[config.mk]
export PLATFORM = sky130hd
export DESIGN_NAME = bitrev_reorder
export DESIGN_NICKNAME = d
export VERILOG_FILES = /design/src/rtl/fft_pkg.sv /design/src/rtl/sdp_ram.sv /design/src/rtl/bitrev_reorder.sv
export SDC_FILE = /design/constraint.sdc
export NUM_CORES = 2
export LEC_CHECK = 0
export CAP_MARGIN = 20
export CORE_UTILIZATION = 35
export DETAILED_ROUTE_END_ITERATION = 12
export PLACE_DENSITY = 0.6
export RECOVER_POWER = 25
export SYNTH_ARGS = -nofsm -noshare
export SYNTH_HDL_FRONTEND = slang
export SYNTH_SLANG_ARGS = --single-unit
[constraint.sdc]
create_clock -name clk -period 5 [get_ports clk]
set_clock_uncertainty 0.1 [all_clocks]
set_input_delay 0.5 -clock clk [delete_from_list [all_inputs] [get_ports clk]]
set_output_delay 0.5 -clock clk [all_outputs]
set_load 0.02 [all_outputs]
[src/rtl/fft_pkg.sv]
// Shared FFT definitions: control-state encoding, default sizing, bit-reversal helper.
package fft_pkg;

    localparam int unsigned DEFAULT_LOG_N      = 5;
    localparam int unsigned DEFAULT_DATA_WIDTH = 36;

    typedef enum logic [1:0] {
        IDLE,
        FILL,
        STREAM
    } state_t;

    // Reverse the low log_n bits of value (log_n <= 16); upper bits of the result are zero.
    function automatic logic [15:0] bitrev(input logic [15:0] value, input int unsigned log_n);
        logic [15:0] result;
        result = '0;
        for (int unsigned i = 0; i < 16; i++) begin
            if (i < log_n) begin
                result[4'(i)] = value[4'(log_n - 1 - i)];
            end
        end
        return result;
    endfunction

endpackage

[src/rtl/sdp_ram.sv]
// Simple dual-port RAM: one write port, one read port with a registered output.
module sdp_ram #(
    parameter int unsigned DATA_WIDTH = 36,
    parameter int unsigned ADDR_WIDTH = 6
) (
    input  logic                  clk,
    input  logic                  rst,
    input  logic                  wr_en,
    input  logic [ADDR_WIDTH-1:0] wr_addr,
    input  logic [DATA_WIDTH-1:0] wr_data,
    input  logic                  rd_en,
    input  logic [ADDR_WIDTH-1:0] rd_addr,
    output logic [DATA_WIDTH-1:0] rd_data
);

    logic [DATA_WIDTH-1:0] mem [2**ADDR_WIDTH];

    // Storage array is never reset; contents survive rst.
    always_ff @(posedge clk) begin
        if (wr_en) begin
            mem[wr_addr] <= wr_data;
        end
    end

    // Read register holds its value when no read is issued; cleared by reset.
    always_ff @(posedge clk or negedge rst) begin
        if (!rst) begin
            rd_data <= '0;
        end else if (rd_en) begin
            rd_data <= mem[rd_addr];
        end
    end

endmodule

[src/rtl/bitrev_reorder.sv]
// Double-buffered bit-reversal reorder: writes natural order into one bank while
// reading the previously completed bank in bit-reversed order.
module bitrev_reorder
    import fft_pkg::*;
#(
    parameter int unsigned DATA_WIDTH = DEFAULT_DATA_WIDTH,
    parameter int unsigned LOG_N      = DEFAULT_LOG_N
) (
    input  logic                  clk,
    input  logic                  rst,
    input  logic                  en,
    input  logic                  sync_in,
    input  logic [DATA_WIDTH-1:0] din,
    output logic [DATA_WIDTH-1:0] dout,
    output logic                  dvalid,
    output logic                  sync_out
);

    localparam logic [LOG_N-1:0] LAST_IDX = '1;

    state_t           state_q, state_d;
    logic [LOG_N-1:0] wcnt_q, wcnt_d;
    logic             wbank_q, wbank_d;
    logic             dvalid_d, sync_d;

    logic             wr_en, rd_en;
    logic [LOG_N:0]   wr_addr, rd_addr;
    logic [LOG_N-1:0] rev_idx;
    logic             resync;

    assign rev_idx = LOG_N'(bitrev(16'(wcnt_q), LOG_N));
    assign resync  = sync_in && (wcnt_q != '0);

    // Control state, write counter, bank select and output flag registers.
    always_ff @(posedge clk or negedge rst) begin
        if (!rst) begin
            state_q  <= IDLE;
            wcnt_q   <= '0;
            wbank_q  <= 1'b0;
            dvalid   <= 1'b0;
            sync_out <= 1'b0;
        end else begin
            state_q  <= state_d;
            wcnt_q   <= wcnt_d;
            wbank_q  <= wbank_d;
            dvalid   <= dvalid_d;
            sync_out <= sync_d;
        end
    end

    // Next-state, RAM port control and output-flag decode.
    always_comb begin
        state_d  = state_q;
        wcnt_d   = wcnt_q;
        wbank_d  = wbank_q;
        wr_en    = 1'b0;
        wr_addr  = {wbank_q, wcnt_q};
        rd_en    = 1'b0;
        rd_addr  = {~wbank_q, rev_idx};
        dvalid_d = 1'b0;
        sync_d   = 1'b0;

        if (en) begin
            case (state_q)
                IDLE: begin
                    if (sync_in) begin
                        wr_en   = 1'b1;
                        wr_addr = {wbank_q, {LOG_N{1'b0}}};
                        wcnt_d  = LOG_N'(1);
                        state_d = FILL;
                    end
                end
                FILL, STREAM: begin
                    wr_en = 1'b1;
                    if (resync) begin
                        // Partial frame is dropped; the sync sample restarts the current bank.
                        wr_addr = {wbank_q, {LOG_N{1'b0}}};
                        wcnt_d  = LOG_N'(1);
                        state_d = FILL;
                    end else begin
                        wcnt_d = wcnt_q + LOG_N'(1);
                        if (wcnt_q == LAST_IDX) begin
                            wbank_d = ~wbank_q;
                            state_d = STREAM;
                        end
                        if (state_q == STREAM) begin
                            rd_en    = 1'b1;
                            dvalid_d = 1'b1;
                            sync_d   = (wcnt_q == '0);
                        end
                    end
                end
                default: begin
                    state_d = IDLE;
                end
            endcase
        end
    end

    sdp_ram #(
        .DATA_WIDTH(DATA_WIDTH),
        .ADDR_WIDTH(LOG_N + 1)
    ) u_ram (
        .clk    (clk),
        .rst    (rst),
        .wr_en  (wr_en),
        .wr_addr(wr_addr),
        .wr_data(din),
        .rd_en  (rd_en),
        .rd_addr(rd_addr),
        .rd_data(dout)
    );

endmodule

==> impl_results.md <==
* Status: finished, violations left
* Failing checks: capacitance limit, slew limit
* Vias in the first global route at 44100
* Initial DRC Count at 5570
* CORE AREA at 254000 sq um
* Minimum clock period at 4.12 ns
* WL/cell at 28.3 um
* Num rows at 185
* Initial antenna violation count at 25
* DIE WIDTH at 507 um
* Clk slew on worst S/H paths at 0.07 ns
* Post-synth top cells: edfxtp_1, mux2i_1, mux4_2
* Pleak at 30.5 nW
* Finished Layout Cells at 8305
* Yosys Warn Count at 0
* GPL Wtd Cong at 0.841
* Synth Register Bits at 2350
* Switching portion of total power at 0.221
* Post-CTS Setup Inserts at 0
* TritonCTS buffer count at 226
* Maximum vdd ir drop at 0.000381 V
* DIE HEIGHT at 507 um
* Synth area leaders: edfxtp_1, mux2i_1, mux4_2
* Most common cell in the netlist: edfxtp_1
* # DRC at 0
* TNS Setup at 0 ns
* Dpl hpwl at 134000 um
* Initial Utilization at 0.352
* Drt first pass iters at 5
* Fin crit share at 0.824
* Placed cell count at 7872
* Sequential share of the synthesized area at 0.787
* Sink Count at 2350
* Largest net degree at the start of global routing at 154
* Top Ports at 78
* P_sw at 9.14 mW
* R2r startpoint: wcnt_q[4]$_DFFE_PN0P_
* Asr flop ratio synth at 0.0196
* First-pass GRT wire length at 332000 um
* Area Overhead vs Synth at 15.5%
* Max Fclk at 243 MHz
* Prevailing post-synth register cell: edfxtp_1
* Syn nets at 4512
* PortBufs at 77
* Global route overflow at 0
* Gr usage total at 0.180
* Synth Instances at 4466
* Clk pwr share at 0.415
* Flop pwr share at 0.531
* Clock Latency Late Sink at 0.87 ns
* Max_cap viols at 28
* Yosys top cell area share at 0.774
* Critical path endpoint: u_ram.mem[57][27]$_DFFE_PP_
* Share of cells above drive strength 1 at 0.190
* CTS tree: yes
* Post-synthesis cell area at 89400 sq um
* CP arrival at 4.57 ns
* Final Setup Violations at 0
* Pint at 32.1 mW
* Max Slew Vio Count at 1645
* Number of flops mapped to enable cells by yosys at 2304
* Clock buffer depth at 3
* Nets at 4785
* Reg2reg setup slack at 0.88 ns
* Routed vias at 45000
* Critical Path Start Type: flop
* Worst Path Required at 5.45 ns
* CP Max Fanout at 28
* Final Hold Fails at 0
* Vias/cell at 5.42
* Setup Crit Path Kind: reg2reg
* RSZ-0062 raised after global routing: no
* Total Wirelength at 235000 um
* PwrDens at 399 nW/um^2
* Number of routed nets with antenna violations at 0
* Max_slew headroom at -1.59
* Synth area leader: edfxtp_1
* Worst slew pin tran at 3.89 ns
* HP Class: in2async
* Design Area, Final at 103000 sq um
* Post-DP Area at 95900 sq um
* Reg-to-Reg End: u_ram.mem[57][27]$_DFFE_PP_
* Crit. End Element: flop
* Crit. Startpoint: wcnt_q[4]$_DFFE_PN0P_
* CTS H-tree lvls at 4
* Syn Area/Cell at 20.0 sq um
* Synth cell types at 48
* Die area at 257000 sq um
* R2r worst-path depth at 6
* CTS Root Cell: clkbuf_16
* Combinational power share at 0.055
## worst max-delay path: stages, from the launching register on
cell and delay (ns):
dfrtp_4 0.72, or4b_1 0.67, a2111oi_0 0.57, buf_4 0.22, nand2_1 0.51, nor2_4 0.74
buf_12 0.27
## kinds of logic (layout without fill, tap and decap cells)
| group | count (synthesis) | after routing | synth area share |
|---|---|---|---|
| compound gates | 457 | 457 | 0.0360 |
| xor+xnor | 1 | 1 | 0.0000980 |
| fa+ha+maj | 6 | 6 | 0.000840 |
| buf+inv | 254 | 723 | 0.0115 |
| flops | 2350 | 2350 | 0.787 |
| mux | 935 | 935 | 0.140 |
| other cells | 0 | 4 | 0 |
| simple gates | 463 | 463 | 0.0244 |
## placed cells by master (no fill, tap or decap), drive strengths merged, types with 4 or more instances in the layout
cell type,instances
edfxtp,2304
bufinv,22
nand2b,6
buf,221
o22ai,216
mux2,40
a22o,35
clkbuf,324
mux4,250
nand4,41
nor2,147
mux2i,645
a21oi,6
o21ai,11
and2,4
clkinvlp,6
a31oi,38
inv,13
nor2b,6
clkdlybuf4s50,40
a22oi,106
nand4b,6
diode,4
clkinv,94
nor4,72
nand2,158
ha,6
a221o,35
dfrtp,46
nand3,6
or4b,4
## worst min-delay path by stage
| stage | startpoint | slack, ns | endpoint | cells past startpoint |
|---|---|---|---|---|
| 2_1_floorplan | rst | 0.10 | dvalid$_DFF_PN0_ | 0 |
| 3_3_place_gp | rst | 0.32 | u_ram.rd_data[30]$_DFFE_PN0P_ | 1 |
| 3_5_place_dp | rst | 0.32 | u_ram.rd_data[28]$_DFFE_PN0P_ | 1 |
| 4_1_cts | din[18] | 0.08 | u_ram.mem[40][18]$_DFFE_PP_ | 1 |
| 5_1_grt | en | 0.26 | wbank_q$_DFFE_PN0P_ | 3 |
| 6_report | rst | 0.25 | u_ram.rd_data[0]$_DFFE_PN0P_ | 3 |
## per-stage QoR
| step | power [mW] | util | setup slack, ns | hold slack (ns) |
|---|---|---|---|---|
| 5_1_grt | 42.3 | 0.407 | 0.690 | 0.257 |
| 3_3_place_gp | 24.5 | 0.377 | 0.505 | 0.322 |
| 4_1_cts | 41.5 | 0.407 | 0.886 | 0.0830 |
| 6_report | 41.3 | 0.407 | 0.880 | 0.254 |
| 2_1_floorplan | 23.2 | - | 0.0597 | 0.104 |
| 3_5_place_dp | 24.6 | 0.378 | 0.917 | 0.322 |
## routing by layer
layer,GRT usage,part of all wire
met5,0,0.00012
met2,0.286,0.47
met1,0.249,0.41
met3,0.0375,0.084
met4,0.0531,0.028
## flip-flops by register name, summed over array words and instances, names as in the netlist
name	flops
dvalid	1
state_q	2
sync_out	1
u_ram.mem	2304
u_ram.rd_data	36
wbank_q	1
wcnt_q	5
## layout make-up
type	instances	area [sq um]
Antenna cell	4	10.0
Clock buffer	295	6120
Clock inverter	129	1330
Fill cell	22100	151000
Inverter	6	22.5
Multi-Input combinational cell	1862	18700
Sequential cell	2350	70300
Tap cell	3366	4210
Timing Repair Buffer	293	2580
## timing repair
action / 4_1_cts / 5_1_grt
gates resized for setup: 0 / 0
hold endpoints to repair: 53 / 0
setup endpoints to repair: 0 / 0
hold buffers: 3 / 0
## power groups by stage
stage / logic (mW) / clock network [mW] / registers, mW
after floorplan: 0.960 / 0 / 22.3
after global placement: 2.26 / 0 / 22.3
after detailed placement: 2.28 / 0 / 22.3
after CTS: 2.29 / 17.3 / 21.9
after global routing: 2.36 / 18.1 / 21.9
final: 2.26 / 17.1 / 21.9
Power figures use the tool's default switching activity.
